$ cat src/rtl/wind_gen.sv
// Wind generator for the artillery game: random wind target per turn,
// frame-paced ramp of the displayed wind force toward that target.
module wind_gen #(
  parameter int          WIND_RESET = 64,
  parameter logic [15:0] LFSR_SEED  = 16'hACE1,
  parameter int          RAMP_DIV   = 2,
  parameter int          STEP       = 1
) (
  input  logic       clk,
  input  logic       rst,
  input  logic       vsync,
  input  logic       new_turn,
  output logic [6:0] wind_force,
  output logic [6:0] wind_target,
  output logic       settled
);

  // An all-zero seed would lock the LFSR, so it is quietly replaced.
  localparam logic [15:0] SEED       = (LFSR_SEED == 16'h0000) ? 16'h0001 : LFSR_SEED;
  localparam logic [6:0]  FORCE_INIT = 7'(WIND_RESET);
  localparam logic [3:0]  DIV_LAST   = 4'(RAMP_DIV - 1);
  localparam logic [7:0]  STEP_W     = 8'(STEP);

  typedef enum logic {HOLD, RAMP} state_t;

  state_t      state;
  logic [15:0] lfsr;
  logic        lfsr_fb;
  logic        vsync_q;
  logic        frame_tick;
  logic [3:0]  div_cnt;
  logic        step_en;
  logic [7:0]  force_w;
  logic [7:0]  target_w;
  logic [7:0]  up_gap;
  logic [7:0]  down_gap;
  logic [6:0]  next_force;

  assign lfsr_fb = lfsr[15] ^ lfsr[13] ^ lfsr[12] ^ lfsr[10];

  always_ff @(posedge clk) begin
    if (rst) lfsr <= SEED;
    else     lfsr <= {lfsr[14:0], lfsr_fb};
  end

  always_ff @(posedge clk) begin
    if (rst) vsync_q <= 1'b0;
    else     vsync_q <= vsync;
  end

  assign frame_tick = vsync & ~vsync_q;
  assign step_en    = frame_tick && (div_cnt == DIV_LAST);

  always_ff @(posedge clk) begin
    if (rst)
      div_cnt <= 4'd0;
    else if (new_turn)
      div_cnt <= 4'd0;
    else if (frame_tick)
      div_cnt <= (div_cnt == DIV_LAST) ? 4'd0 : div_cnt + 4'd1;
  end

  // Gaps are taken in 8 bits so a full STEP never wraps past 0 or 127.
  assign force_w  = {1'b0, wind_force};
  assign target_w = {1'b0, wind_target};
  assign up_gap   = target_w - force_w;
  assign down_gap = force_w - target_w;

  always_comb begin
    next_force = wind_force;
    if (target_w > force_w) begin
      if (up_gap <= STEP_W) next_force = wind_target;
      else                  next_force = 7'(force_w + STEP_W);
    end else begin
      if (down_gap <= STEP_W) next_force = wind_target;
      else                    next_force = 7'(force_w - STEP_W);
    end
  end

  always_ff @(posedge clk) begin
    if (rst) begin
      state       <= HOLD;
      wind_force  <= FORCE_INIT;
      wind_target <= FORCE_INIT;
      settled     <= 1'b1;
    end else if (new_turn) begin
      state       <= RAMP;
      wind_target <= lfsr[6:0];
      settled     <= 1'b0;
    end else begin
      case (state)
        HOLD: begin
          settled <= 1'b1;
        end
        RAMP: begin
          if (wind_force == wind_target) begin
            state   <= HOLD;
            settled <= 1'b1;
          end else if (step_en) begin
            wind_force <= next_force;
          end
        end
        default: state <= HOLD;
      endcase
    end
  end

endmodule

$ cat config.mk
export PLATFORM = sky130hd
export DESIGN_NAME = wind_gen
export DESIGN_NICKNAME = d
export VERILOG_FILES = /design/src/rtl/wind_gen.sv
export SDC_FILE = /design/constraint.sdc
export NUM_CORES = 1
export LEC_CHECK = 0
export BUFFER_PORTS_ARGS = -buffer_cell sky130_fd_sc_hd__buf_2
export CORE_ASPECT_RATIO = 0.7
export CORE_UTILIZATION = 40
export DETAILED_ROUTE_END_ITERATION = 10
export GPL_ROUTABILITY_DRIVEN = 0
export GPL_TIMING_DRIVEN = 0
export PLACE_DENSITY = 0.62
export SYNTH_ARGS = -nofsm -noshare
export SYNTH_HDL_FRONTEND = slang
export SYNTH_SLANG_ARGS = --single-unit
$ cat constraint.sdc
create_clock -name clk -period 5.55 [get_ports clk]
set_input_delay 1.3875 -clock clk [delete_from_list [all_inputs] [get_ports clk]]
set_output_delay 1.3875 -clock clk [all_outputs]
set_load 0.005 [all_outputs]
**After elaboration in Yosys (flattened, before gate mapping)**

Index checks and enable logic that the tools add are counted.
Widths: inputs -> output; s select.

- Add/sub/neg operators: 5
- Multiply operators: 0
- Div/mod/pow operators: 0
- Order comparisons: 3
- Eq/ne operators: 3
- Shift operators: 0
- Multiplexer cells: 10
- Bitwise gates (word level): 8
- Reductions and logical operators: 3

Operators by type and width:

| kind | count |
|---|---|
| $mux 7 | 3 |
| $le 8x1->1 const B | 2 |
| $sub 7x7->8 | 2 |
| $add 7x1->7 const B | 1 |
| $eq 7x7->1 | 1 |
| $gt 7x7->1 | 1 |
| $sub 7x1->7 const B | 1 |
| $mux 1 | 5 |
| $add 4x1->4 const B | 1 |
| $eq 4x1->1 const B | 1 |
| $mux 4 | 1 |
| $not 1->1 | 4 |
| $reduce_and 4->1 | 1 |
| $ne 3x2->1 const B | 1 |
| $xor 1x1->1 | 3 |
| $pmux 1 s2 | 1 |
| $reduce_or 2->1 | 1 |
| $and 1x1->1 | 1 |
| $logic_and 1x1->1 | 1 |

- Flip-flop bits (word level): 37
- Bits in latches: 0
- Memory bits (writable): 0
- ROM bits: 0
- Input port bits: 4
- Output and inout port bits: 15
- Logic and storage cells: 39
- Memories: 0

**Longest topological paths before layout**

- Word-level depth: 4
- Mapped depth: 12
- Depth with buffers taken out: 11

**Worst setup path before layout**

No wires, ideal clock.

- Path type: input to register
- Start: in new_turn
- End: reg wind_force[4]
- Library setup time: 0.084 ns
- Arrival time: 2.667 ns
- Data required time: 5.466 ns
- Path slack: 2.799 ns
- Stages on the path: 6
- Path buffers: 1
- Cell sequence: clkbuf_1 > nor4_1 > nand4_1 > nor2_1 > o21ai_0 > o31ai_2

- Cells in the longest elaborated chain, start to end: 2

RTL lines:

| element | line | text |
|---|---|---|
| start, declared | 12 | `input logic new_turn,` |
| $not 1->1 (no line) | -- |  |
| $reduce_and 4->1 (no line) | -- |  |
| end signal, assigned | 100 | `wind_force <= next_force;` |
| end, declared | 13 | `output logic [6:0] wind_force,` |

No other way between the ends.
A chain may end at the register's enable or synchronous reset.

**Worst setup path after layout**

- Start: reg wind_force[0]
- End: reg wind_force[1]

- Cells in the longest elaborated chain, start to end: 4
- Elaborated cells between the ends (all ways): 13
- Classes of those cells: add/sub (4); order compare (3); eq/ne (1); mux (3); bitwise (1); reduce/logical (1)

RTL lines:

| element | line | text |
|---|---|---|
| $sub 7x7->8 (on tied branches) | 67, 66 |  |
| $le 8x1->1 (on tied branches) | 75, 72 |  |
| $mux 7 (on tied branches) | 75, 72 |  |
| $mux 7 | 71 | `if (target_w > force_w) begin` |

Several ways; a longest one is shown, not always the timed one.

==> flow_metrics.env <==
export IMPL_ys_async_sr_fraction_pct=0
export IMPL_root_buffer="clkbuf_8"
export IMPL_finalSetupViolations=0
export IMPL_io_buffers=17
export IMPL_finalCritPeriodShare_pct=60.7
export IMPL_slew_limit_headroom_pct=57.5
export IMPL_cts_htree_levels=2
export IMPL_grt_overflow=0
export IMPL_fin_skew_ps=6.18
export IMPL_start_kind="flop"
export IMPL_via_count=2021
export IMPL_ctsHoldBuffers=0
export IMPL_maxCapViolations=0
export IMPL_route_detailed_drc=0
export IMPL_grt_pass1_vias=1817
export IMPL_max_freq_mhz=297
export IMPL_routed_top_layer="met4"
export IMPL_vdd_drop_max_v=0.000121
export IMPL_hold_viol_final=0
export IMPL_path_max_fanout=10
export IMPL_core_um2=5730
export IMPL_wire_per_inst_um=15.6
export IMPL_slew_viol_final=0
export IMPL_setup_worst_path_end_class="flop"
export IMPL_num_fill_cells=563
export IMPL_antenna_found_initial=0
export IMPL_dp_slack_ps=2270
export IMPL_rsz0062_at_grt="no"
export IMPL_p_total_uw=639
export IMPL_grt_pass1_wl_mm=9.48
export IMPL_synth_nets=291
export IMPL_post_cts_setup_buffers=0
export IMPL_cts_tree="yes"
export IMPL_viasPerCell=5.48
export IMPL_synth_area_um2=2380
export IMPL_hold_class="reg -> reg"
export IMPL_first_pass_iters=5
export IMPL_clock_latency_ps=290
export IMPL_pin_count=19
export IMPL_start_util_pct=41.6
export IMPL_criticalPathCategory="reg -> reg"
export IMPL_antenna_cells=0
export IMPL_synth_main_ff_cell="dfxtp_1"
export IMPL_fin_cells=369
export IMPL_p_per_area_nw_per_um2=241
export IMPL_die_width_um=94.2
export IMPL_post_dp_hpwl_mm=4.46
export IMPL_syn_instance_count=269
export IMPL_synth_seq_area_share_pct=31.1
export IMPL_wl_met2_mm=2.18
export IMPL_leakagePower_uw=0.00111
export IMPL_period_minus_slack_ps=3370
export IMPL_dp_cells=361
export IMPL_grt_total_usage_pct=19.9
export IMPL_fin_tns_setup_ps=0
export IMPL_syn_avg_cell_area_um2=8.85
export IMPL_ant_nets=0
export IMPL_synthDistinctLibCells=71
export IMPL_worstMarginPinSlew_ps=637
export IMPL_die_h_um=66.5
export IMPL_layout_nets=315
export IMPL_cts_buffer_depth=2
export IMPL_setup_slack_ps=2180
export IMPL_drive_gt1_share_pct=19.4
export IMPL_wl_met3_um=513
export IMPL_synthToLayoutAreaGrowth_pct=11.4
export IMPL_crit_required_ps=5760
export IMPL_r2r_slack_ps=2180
export IMPL_numCtsBuffers=5
export IMPL_routed_wl_mm=5.74
export IMPL_drt_initial_drc_count=181
export IMPL_yosysWarnings=0
export IMPL_hold_slack_ps=416
export IMPL_ctsResizeCount=0
export IMPL_die_area_um2=6270
export IMPL_wl_met1_mm=3.02
export IMPL_ys_ff_latch=37
export IMPL_grt_max_degree=14
export IMPL_std_cell_rows=23
export IMPL_arrival_ps=3580
export IMPL_cts_sinks=37
export IMPL_clkTransAtPathRegs_ps=80
export IMPL_outcome="complete, no violations"
export IMPL_synth_edf_count=0
==> worst max-delay path, stage by stage, from the launching register on <==
cell       delay, ps
dfxtp_1          520
inv_1            120
ha_1             250
fa_1             410
nor2b_1          200
o21ai_0          200
a32oi_1          250
o2111ai_1        350
o21ai_2          420
mux2_4           340
a221oi_2         210
==> through the flow <==
step	instance area [um^2]	util [%]
2_1_floorplan	2380	-
3_3_place_gp	2560	44.7
3_5_place_dp	2560	44.7
4_1_cts	2650	46.3
5_1_grt	2650	46.3
6_report	2650	46.3
==> cells in the mapped netlist, types with 2 or more instances <==
master,instances,area [um^2]
nor2b_1,14,87.6
nand2b_1,3,18.8
and2_1,3,18.8
buf_6,2,22.5
or2_2,9,56.3
nor2_1,19,71.3
o21ai_1,4,20.0
mux2i_1,7,70.1
o21ai_0,11,55.1
and4_1,2,17.5
nand4_1,2,12.5
inv_1,20,75.1
ha_1,16,200
o21bai_1,2,15.0
dfxtp_1,37,741
o2111ai_1,3,26.3
xor2_1,6,52.6
xnor2_1,3,26.3
o211ai_1,4,30.0
clkbuf_1,4,15.0
a21oi_1,11,55.1
a32oi_1,2,17.5
mux2_2,2,22.5
nor3_1,8,40.0
o221ai_1,6,52.6
nand4b_1,2,17.5
buf_2,2,10.0
nand3_1,6,30.0
fa_1,2,40.0
and3_1,3,18.8
nand3b_1,3,22.5
nand2_1,11,41.3
buf_4,2,15.0
==> report_power, final <==
part           total (uW)  switching (uW)  internal (uW)  leakage [uW]
registers             288            9.36            279      0.000305
logic                 162            91.7           70.8      0.000752
clock network         188            99.2           89.0     0.0000481
==> worst paths after layout <==
path                                                  from                          to  cells past startpoint
worst max register to register  wind_force[0]$_SDFFE_PP0P_  wind_force[1]$_SDFFE_PP0P_                     10
worst min register to register         lfsr[14]$_SDFF_PP0_         lfsr[15]$_SDFF_PP1_                      1
worst max-delay path            wind_force[0]$_SDFFE_PP0P_  wind_force[1]$_SDFFE_PP0P_                     10
worst min-delay path                   lfsr[14]$_SDFF_PP0_         lfsr[15]$_SDFF_PP1_                      1
==> state kept, by name, summed over array words and instances, names as in the netlist <==
register and cells:
lfsr 16, state 1, wind_target 7, div_cnt 4
settled 1, vsync_q 1, wind_force 7
==> cells by family (layout without fill, tap and decap cells) <==
| family | count (synthesis) | in the layout | synth area share [%] |
|---|---|---|---|
| xor gates and xnor gates | 9 | 9 | 3.31 |
| DFF | 37 | 37 | 31.1 |
| muxes | 10 | 10 | 4.52 |
| adders and majority gates | 18 | 18 | 10.1 |
| and+or+nand+nor | 96 | 96 | 22.9 |
| AOI/OAI and AO/OA | 67 | 67 | 22.0 |
| buffers and inverters | 32 | 57 | 6.10 |
==> routing by layer <==
layer  vias to the layer above  GRT usage, %
li1                       1014             -
met1                       920          30.9
met2                        84          26.5
met3                         3          6.28
met4                         0          2.31
met5                         -             0
==> cell usage in the layout (no fill, tap or decap), types with 2 or more instances in the layout <==
master | Yosys | layout
dfxtp_1 | 37 | 37
buf_2 | 2 | 19
o221ai_1 | 6 | 6
and4_1 | 2 | 2
clkbuf_8 | 0 | 5
buf_6 | 2 | 2
nand4b_1 | 2 | 2
clkinv_4 | 0 | 2
o21ai_1 | 4 | 4
buf_4 | 2 | 2
ha_1 | 16 | 16
xnor2_1 | 3 | 3
o21ai_0 | 11 | 11
and2_1 | 3 | 3
nand2b_1 | 3 | 3
nand4_1 | 2 | 2
or2_2 | 9 | 9
xor2_1 | 6 | 6
and3_1 | 3 | 3
nor2_1 | 19 | 19
mux2_2 | 2 | 2
nor3_1 | 8 | 8
fa_1 | 2 | 2
clkbuf_1 | 4 | 4
mux2i_1 | 7 | 7
a32oi_1 | 2 | 2
o211ai_1 | 4 | 4
nand2_1 | 11 | 11
o21bai_1 | 2 | 2
nand3_1 | 6 | 6
nand3b_1 | 3 | 3
o2111ai_1 | 3 | 3
a21oi_1 | 11 | 11
inv_1 | 20 | 20
nor2b_1 | 14 | 14
==> layout make-up <==
class / instances / area [um^2] / area share [%]
multi-input combinational: 200 / 1490 / 56.4
sequential: 37 / 741 / 28.0
tap: 75 / 93.8 / 3.54
timing repair buffer: 17 / 85.1 / 3.21
inverter: 21 / 78.8 / 2.97
clock buffer: 5 / 68.8 / 2.60
buffer: 11 / 66.3 / 2.50
clock inverter: 3 / 22.5 / 0.850
Note: power is estimated with default switching activity, not from simulation.
